<file path="src/rtl/mult_seq.sv">
// Radix-2 shift-add multiplier: 32 steps after start, done pulses 32 edges after the start edge.
// No backpressure: a start at any time aborts and restarts; the result holds until the next start.
module mult_seq #(
    parameter int WIDTH = 32
) (
    input  logic               clock,
    input  logic               reset,
    input  logic [WIDTH-1:0]   multiplicand,
    input  logic [WIDTH-1:0]   multiplier,
    input  logic               is_signed,
    input  logic               start,
    output logic [WIDTH-1:0]   hi,
    output logic [WIDTH-1:0]   lo,
    output logic               busy,
    output logic               done
);

    localparam int CW = $clog2(WIDTH) + 1;
    localparam logic [CW-1:0] LAST_STEP = CW'(WIDTH - 1);

    logic [WIDTH-1:0]   r_mcand;
    logic [2*WIDTH:0]   r_prod;
    logic [CW-1:0]      r_cnt;
    logic               r_neg;
    logic               r_busy;
    logic               r_busy_d;

    logic [WIDTH-1:0]   w_a_abs;
    logic [WIDTH-1:0]   w_b_abs;
    logic [WIDTH:0]     w_addend;
    logic [WIDTH:0]     w_sum;
    logic [2*WIDTH:0]   w_prod_next;
    logic [2*WIDTH-1:0] w_mag;
    logic [2*WIDTH-1:0] w_result;

    // Negating the most negative value yields the same bit pattern, read here as unsigned 2^(WIDTH-1).
    assign w_a_abs = (is_signed && multiplicand[WIDTH-1]) ? -multiplicand : multiplicand;
    assign w_b_abs = (is_signed && multiplier[WIDTH-1])   ? -multiplier   : multiplier;

    assign w_addend    = r_prod[0] ? {1'b0, r_mcand} : '0;
    assign w_sum       = r_prod[2*WIDTH:WIDTH] + w_addend;
    assign w_prod_next = {1'b0, w_sum, r_prod[WIDTH-1:1]};

    assign w_mag    = r_prod[2*WIDTH-1:0];
    assign w_result = r_neg ? -w_mag : w_mag;

    assign hi   = w_result[2*WIDTH-1:WIDTH];
    assign lo   = w_result[WIDTH-1:0];
    assign busy = r_busy;
    assign done = r_busy_d & ~r_busy;

    always_ff @(posedge clock or negedge reset) begin
        if (!reset) begin
            r_mcand  <= '0;
            r_prod   <= '0;
            r_cnt    <= '0;
            r_neg    <= 1'b0;
            r_busy   <= 1'b0;
            r_busy_d <= 1'b0;
        end else begin
            r_busy_d <= r_busy;
            if (start) begin
                r_mcand <= w_a_abs;
                r_prod  <= {{(WIDTH+1){1'b0}}, w_b_abs};
                r_neg   <= is_signed & (multiplicand[WIDTH-1] ^ multiplier[WIDTH-1]);
                r_cnt   <= '0;
                r_busy  <= 1'b1;
            end else if (r_busy) begin
                r_prod <= w_prod_next;
                r_cnt  <= r_cnt + CW'(1);
                if (r_cnt == LAST_STEP) begin
                    r_busy <= 1'b0;
                end
            end
        end
    end

endmodule

</file>
<file path="config.mk">
export PLATFORM = sky130hd
export DESIGN_NAME = mult_seq
export DESIGN_NICKNAME = d
export VERILOG_FILES = /design/src/rtl/mult_seq.sv
export SDC_FILE = /design/constraint.sdc
export NUM_CORES = 1
export LEC_CHECK = 0
export BUFFER_PORTS_ARGS = -buffer_cell sky130_fd_sc_hd__buf_2
export CELL_PAD_IN_SITES_DETAIL_PLACEMENT = 0
export CELL_PAD_IN_SITES_GLOBAL_PLACEMENT = 1
export CORE_ASPECT_RATIO = 1.25
export CORE_MARGIN = 4
export CORE_UTILIZATION = 44
export DETAILED_ROUTE_END_ITERATION = 7
export GPL_ROUTABILITY_DRIVEN = 0
export PLACE_DENSITY_LB_ADDON = 0.1
export REMOVE_ABC_BUFFERS = 1
export SETUP_SLACK_MARGIN = 0.2
export SLEW_MARGIN = 0
export SYNTH_ARGS = -nofsm -noshare
export SYNTH_HDL_FRONTEND = slang
export SYNTH_SLANG_ARGS = --single-unit
</file>
<file path="constraint.sdc">
create_clock -name clock -period 4.9 [get_ports clock]
set_input_delay 1.47 -clock clock [delete_from_list [all_inputs] [get_ports clock]]
set_output_delay 1.47 -clock clock [all_outputs]
set_load 0.02 [all_outputs]
</file>
-- Word-level counts from Yosys, hierarchy flattened
Cells that the tools add are included.
- reductions and logical operators: 3
- bitwise logic cells: 4
- equal/unequal tests: 1
- muxes and demuxes: 11
- add/subtract/negate cells: 5
- operators with widths (cell ; number):
    $mux W65 ; 2
    $mux W32 ; 3
    $mux W64 ; 1
    $neg A32 Y32 ; 2
    $neg A64 Y64 ; 1
    $add A33 B32 Y33 ; 1
    $mux W6 ; 2
    $add A6 B1 Y6 const B ; 1
    $eq A6 B5 Y1 const B ; 1
    $mux W1 ; 3
    $and A1 B1 Y1 ; 2
    $logic_and A1 B1 Y1 ; 2
    $reduce_bool A2 Y1 ; 1
    $not A1 Y1 ; 1
    $xor A1 B1 Y1 ; 1
- bits of input ports: 68
- output and inout port bits: 66
- register bits: 106

-- Logic depth before layout (Yosys ltp)
- depth in word-level cells: 4
- gate-level depth with buffers: 12

-- Worst setup path before layout
No wires, ideal clock.
- path kind: register to output
- from: register r_prod[41]
- to: output hi[25]
- stages on the path, launching flop included: 8
- required time: 3.430 ns
- arrival: 3.065 ns
- path buffers: 0
- path slack: 0.365 ns
- path through: dfrtp_1 -> or4_4 -> or3_4 -> or4b_4 -> or3_4 -> or3b_4 -> o31ai_4 -> xnor2_1
- cells in the longest elaborated chain, start to end: 2
- RTL lines (item ; RTL line ; text):
    from (decl) ; 22 ; logic [2*WIDTH:0] r_prod;
    from (signal assigned) ; 64 ; r_prod <= {{(WIDTH+1){1'b0}}, w_b_abs};
    from (signal assigned) ; 69 ; r_prod <= w_prod_next;
    $neg A64 Y64 ; 45 ; assign w_result = r_neg ? -w_mag : w_mag;
    $mux W64 ; 45 ;
    to (decl) ; 12 ; output logic [WIDTH-1:0] hi,
Every way passes these cells.

-- Worst setup path in the final report
Same ends and word-level chain as after synthesis.

==> run summary <==
Status: finished with violations
Violations in the final reports: negative setup slack
Most area-consuming cells after synthesis: sky130_fd_sc_hd__dfrtp_1, sky130_fd_sc_hd__xnor2_1, sky130_fd_sc_hd__o21ai_0, sky130_fd_sc_hd__ha_1, sky130_fd_sc_hd__xor2_1
Uppermost routed layer: met4
Detailed placer's ending HPWL: 20.13 mm
Detailed Routing Iterations Pass 1: 5
Worst hold path class: reg2reg
Critical setup path kind: reg2out
Kind of end point of the critical path: output pin
Count of synthesis-stage warnings from yosys: 0
Syn_area_per_cell: 8.228 sq um
Fin crit share: 1.009
Longest Clk Path Bufs: 2
Reg clk slew, reported paths: 0.07 ns
Setup-violating endpoint count in the final report: 3
Worst Setup SP: r_prod[41]
Residual DRC count: 0
Die ar.: 22230 sq um
Total routing resource utilization after global routing: 0.2304
Antenna violations before repair: 1
Async set-reset flop share out of synthesis: 1.000
TritonCTS buffer count: 9
FMAX: 0.2023 GHz
Sum of overflow across all layers after global routing: 0
Post-Synthesis Cells: 1064
Number of enable flip-flop cells after synthesis: 0
Share of the core filled with cells: 0.5263
Average wire length per cell after detail routing: 17.68 um
Largest voltage drop on the vdd net: 212.6 uV
# placed instances: 1436
Max-cap viol count: 0
Clock sink count: 105
Hold Violations, Final: 0
Largest area contributor in the synthesized netlist: sky130_fd_sc_hd__dfrtp_1
Met2 routed WL: 13.49 mm
End point of the critical path: hi[25]
Remaining max-slew budget at the tightest pin: 0.3853
Pwr per Cell Area: 381.6 nW/um^2
Post-route minimum period: 4.943 ns
Root Buffer Master: sky130_fd_sc_hd__clkbuf_16
DIE WIDTH: 134.2 um
Hold Crit Start: r_mcand[18]
Effective utilization at floorplan: 0.4496
TritonCTS clock tree: yes
Setup Slack @ Placement: 0.06744 ns
Synthesis-to-finish area growth: 17.05%
Slew of the pin with the lowest slew margin: 0.9221 ns
Unrepaired setup endpoints after global routing: yes
Sequential share of the synthesized area: 0.3001
Number of pins with negative max-slew slack in the final report: 0
Vertical die dimension: 165.7 um
Vias/cell: 5.574
Worst-case register-to-register setup slack: 1.03 ns
Crit Reg-Reg Startpoint: r_prod[0]
Flip-flop cell with the highest count after synthesis: sky130_fd_sc_hd__dfrtp_1
Crit start category: flip-flop
Initial DRC count: 487
Buffers added on ports: 133
Worst reg2reg endpoint: r_prod[60]
Count of unique library cells instantiated by Yosys: 64
#FFs+latches synth: 105
Crit path setup slack, layout: -0.04295 ns
Count of nets after finishing: 1290
Area share of the leading cell type in the synthesized netlist: 0.3001
Wire length of the first global-routing pass: 41.70 mm
Routed Antenna Nets: 0
Worst-case clock skew: 0.009810 ns
DR vias: 8104
Placement row count: 57
Top Ports: 134
Detail Route met3 WL: 1.182 mm
Required time of the critical path: 3.43 ns
Data arrival time of the worst path: 3.47 ns
Floorplan Core Area: 19470 sq um
Critical-path maximum fanout: 4
Share of post-route cells with drive strength above 1: 0.1884
Routed length on met1: 10.39 mm
H-tree depth: 3
Diode count: 0
Pin count of the biggest net entering global routing: 88
Number of global-route vias before repair: 8053
Reg2reg path depth: 10
Final Non-Filler Cells: 1454
Clock latency reported for the late side of the worst-skew pair: 0.35 ns
Lkg Pwr: 4.458 nW
Wire length reported by the detailed router: 25.71 mm
Summed instance area of the synthesized netlist: 8755 sq um
==> power breakdown <==
part | switching (mW) | internal (mW)
clock network | 0.340 | 0.446
registers | 0.216 | 1.02
logic | 1.12 | 0.772
==> sequential cells by signal (all words and copies together), names as in the netlist <==
name / count
r_busy_d: 1
busy: 1
r_cnt: 6
r_prod: 64
r_neg: 1
r_mcand: 32
==> synth_stat cells (3+ instances only) <==
| master | count |
|---|---|
| sky130_fd_sc_hd__nand3_1 | 14 |
| sky130_fd_sc_hd__xnor2_1 | 98 |
| sky130_fd_sc_hd__and3_1 | 5 |
| sky130_fd_sc_hd__nor4_1 | 9 |
| sky130_fd_sc_hd__nor3_1 | 23 |
| sky130_fd_sc_hd__or3_1 | 17 |
| sky130_fd_sc_hd__ha_1 | 36 |
| sky130_fd_sc_hd__clkbuf_1 | 52 |
| sky130_fd_sc_hd__nor2b_1 | 12 |
| sky130_fd_sc_hd__xor2_1 | 51 |
| sky130_fd_sc_hd__a211oi_1 | 10 |
| sky130_fd_sc_hd__mux2_2 | 7 |
| sky130_fd_sc_hd__buf_1 | 4 |
| sky130_fd_sc_hd__mux2i_1 | 36 |
| sky130_fd_sc_hd__o41ai_1 | 13 |
| sky130_fd_sc_hd__o211ai_1 | 9 |
| sky130_fd_sc_hd__a21boi_0 | 4 |
| sky130_fd_sc_hd__nand2_1 | 100 |
| sky130_fd_sc_hd__a21oi_1 | 81 |
| sky130_fd_sc_hd__o31ai_1 | 27 |
| sky130_fd_sc_hd__a2111oi_0 | 3 |
| sky130_fd_sc_hd__a221oi_1 | 3 |
| sky130_fd_sc_hd__a311oi_1 | 4 |
| sky130_fd_sc_hd__or4_1 | 15 |
| sky130_fd_sc_hd__a31oi_1 | 11 |
| sky130_fd_sc_hd__dfrtp_1 | 105 |
| sky130_fd_sc_hd__nand4b_1 | 3 |
| sky130_fd_sc_hd__nand2b_1 | 12 |
| sky130_fd_sc_hd__nor2_1 | 86 |
| sky130_fd_sc_hd__o21a_1 | 3 |
| sky130_fd_sc_hd__and2_1 | 36 |
| sky130_fd_sc_hd__inv_1 | 23 |
| sky130_fd_sc_hd__a21o_1 | 5 |
| sky130_fd_sc_hd__o21ai_0 | 100 |
| sky130_fd_sc_hd__nand4_1 | 9 |
==> final cells by class <==
type                       count  area (sq um)
clock buffer                  10         229.0
clock inverter                 5         78.83
fill                        1965          9223
inverter                      23         86.33
multi-input combinational    879          5936
sequential                   105          2633
tap                          265         331.6
timing repair buffer         167         953.4
==> timing repair <==
item | CTS | global route
setup endpoints to repair | 13 | 28
hold buffers | 0 | 0
setup buffers | 3 | 0
resized for setup | 8 | 24
pin swaps | 6 | 3
endpoints found under the hold margin | 0 | 0
==> cell families after synthesis <==
family / count (synthesis) / share of synthesized area
AND/OR/NAND/NOR: 356 / 0.2047
XOR/XNOR: 149 / 0.1491
flip-flops: 105 / 0.3001
AO/OA/AOI/OAI: 294 / 0.2075
adder cells (fa/ha/maj): 37 / 0.05374
buffers and inverters: 80 / 0.03473
multiplexers: 43 / 0.05017
==> critical path: stages (launching register included) <==
cell and delay (ns):
sky130_fd_sc_hd__dfrtp_1 0.39, sky130_fd_sc_hd__or4_4 0.54, sky130_fd_sc_hd__or3_4 0.35, sky130_fd_sc_hd__or4b_4 0.52, sky130_fd_sc_hd__or3_4 0.36, sky130_fd_sc_hd__or3b_4 0.47, sky130_fd_sc_hd__o31ai_4 0.19, sky130_fd_sc_hd__xnor2_1 0.13
sky130_fd_sc_hd__buf_2 0.17
==> how the worst min path moves through the flow <==
stage                             end  slack (ns)  cells after the start
after global placement    r_mcand[22]        0.48                      1
after detailed placement  r_mcand[12]        0.50                      1
after global routing      r_mcand[14]        0.52                      1
after floorplan            r_mcand[0]        0.47                      1
after CTS                 r_mcand[12]        0.51                      1
final                     r_mcand[18]        0.51                      1
==> through the flow <==
stage | TNS (ns) | power [mW] | hold WS, ns | area, sq um
CTS | -0.2373 | 3.915 | 0.5118 | 10160
finish | -0.09258 | 3.911 | 0.5108 | 10250
detailed placement | 0 | 3.079 | 0.4958 | 9789
global route | -0.3206 | 4.184 | 0.5230 | 10250
floorplan | 0 | 2.444 | 0.4727 | 8537
global placement | 0 | 3.078 | 0.4846 | 9789
==> placed cells by master, fill, tap and decap left out, types with 7 or more instances in the layout <==
master / n
sky130_fd_sc_hd__mux2i_1: 36
sky130_fd_sc_hd__buf_4: 41
sky130_fd_sc_hd__nor3_1: 20
sky130_fd_sc_hd__or3_1: 16
sky130_fd_sc_hd__or4_1: 13
sky130_fd_sc_hd__o211ai_1: 9
sky130_fd_sc_hd__nand2_1: 99
sky130_fd_sc_hd__clkbuf_16: 9
sky130_fd_sc_hd__nor2b_1: 12
sky130_fd_sc_hd__dfrtp_1: 103
sky130_fd_sc_hd__a21oi_1: 81
sky130_fd_sc_hd__mux2_2: 7
sky130_fd_sc_hd__o21ai_0: 96
sky130_fd_sc_hd__inv_1: 23
sky130_fd_sc_hd__o41ai_1: 10
sky130_fd_sc_hd__nand2b_1: 12
sky130_fd_sc_hd__nor4_1: 8
sky130_fd_sc_hd__xnor2_1: 98
sky130_fd_sc_hd__and2_1: 36
sky130_fd_sc_hd__o31ai_1: 25
sky130_fd_sc_hd__ha_1: 36
sky130_fd_sc_hd__nor2_1: 84
sky130_fd_sc_hd__xor2_1: 51
sky130_fd_sc_hd__a211oi_1: 10
sky130_fd_sc_hd__a31oi_1: 11
sky130_fd_sc_hd__buf_2: 125
sky130_fd_sc_hd__nand4_1: 9
sky130_fd_sc_hd__nand3_1: 13
==> layer usage <==
| layer | up-vias | global-route usage |
|---|---|---|
| li1 | 4062 | - |
| met2 | 161 | 0.4193 |
| met3 | 29 | 0.03944 |
| met4 | 0 | 0.07352 |
| met1 | 3852 | 0.2735 |
| met5 | - | 0 |
No activity file was read; power rests on OpenSTA's default activity.
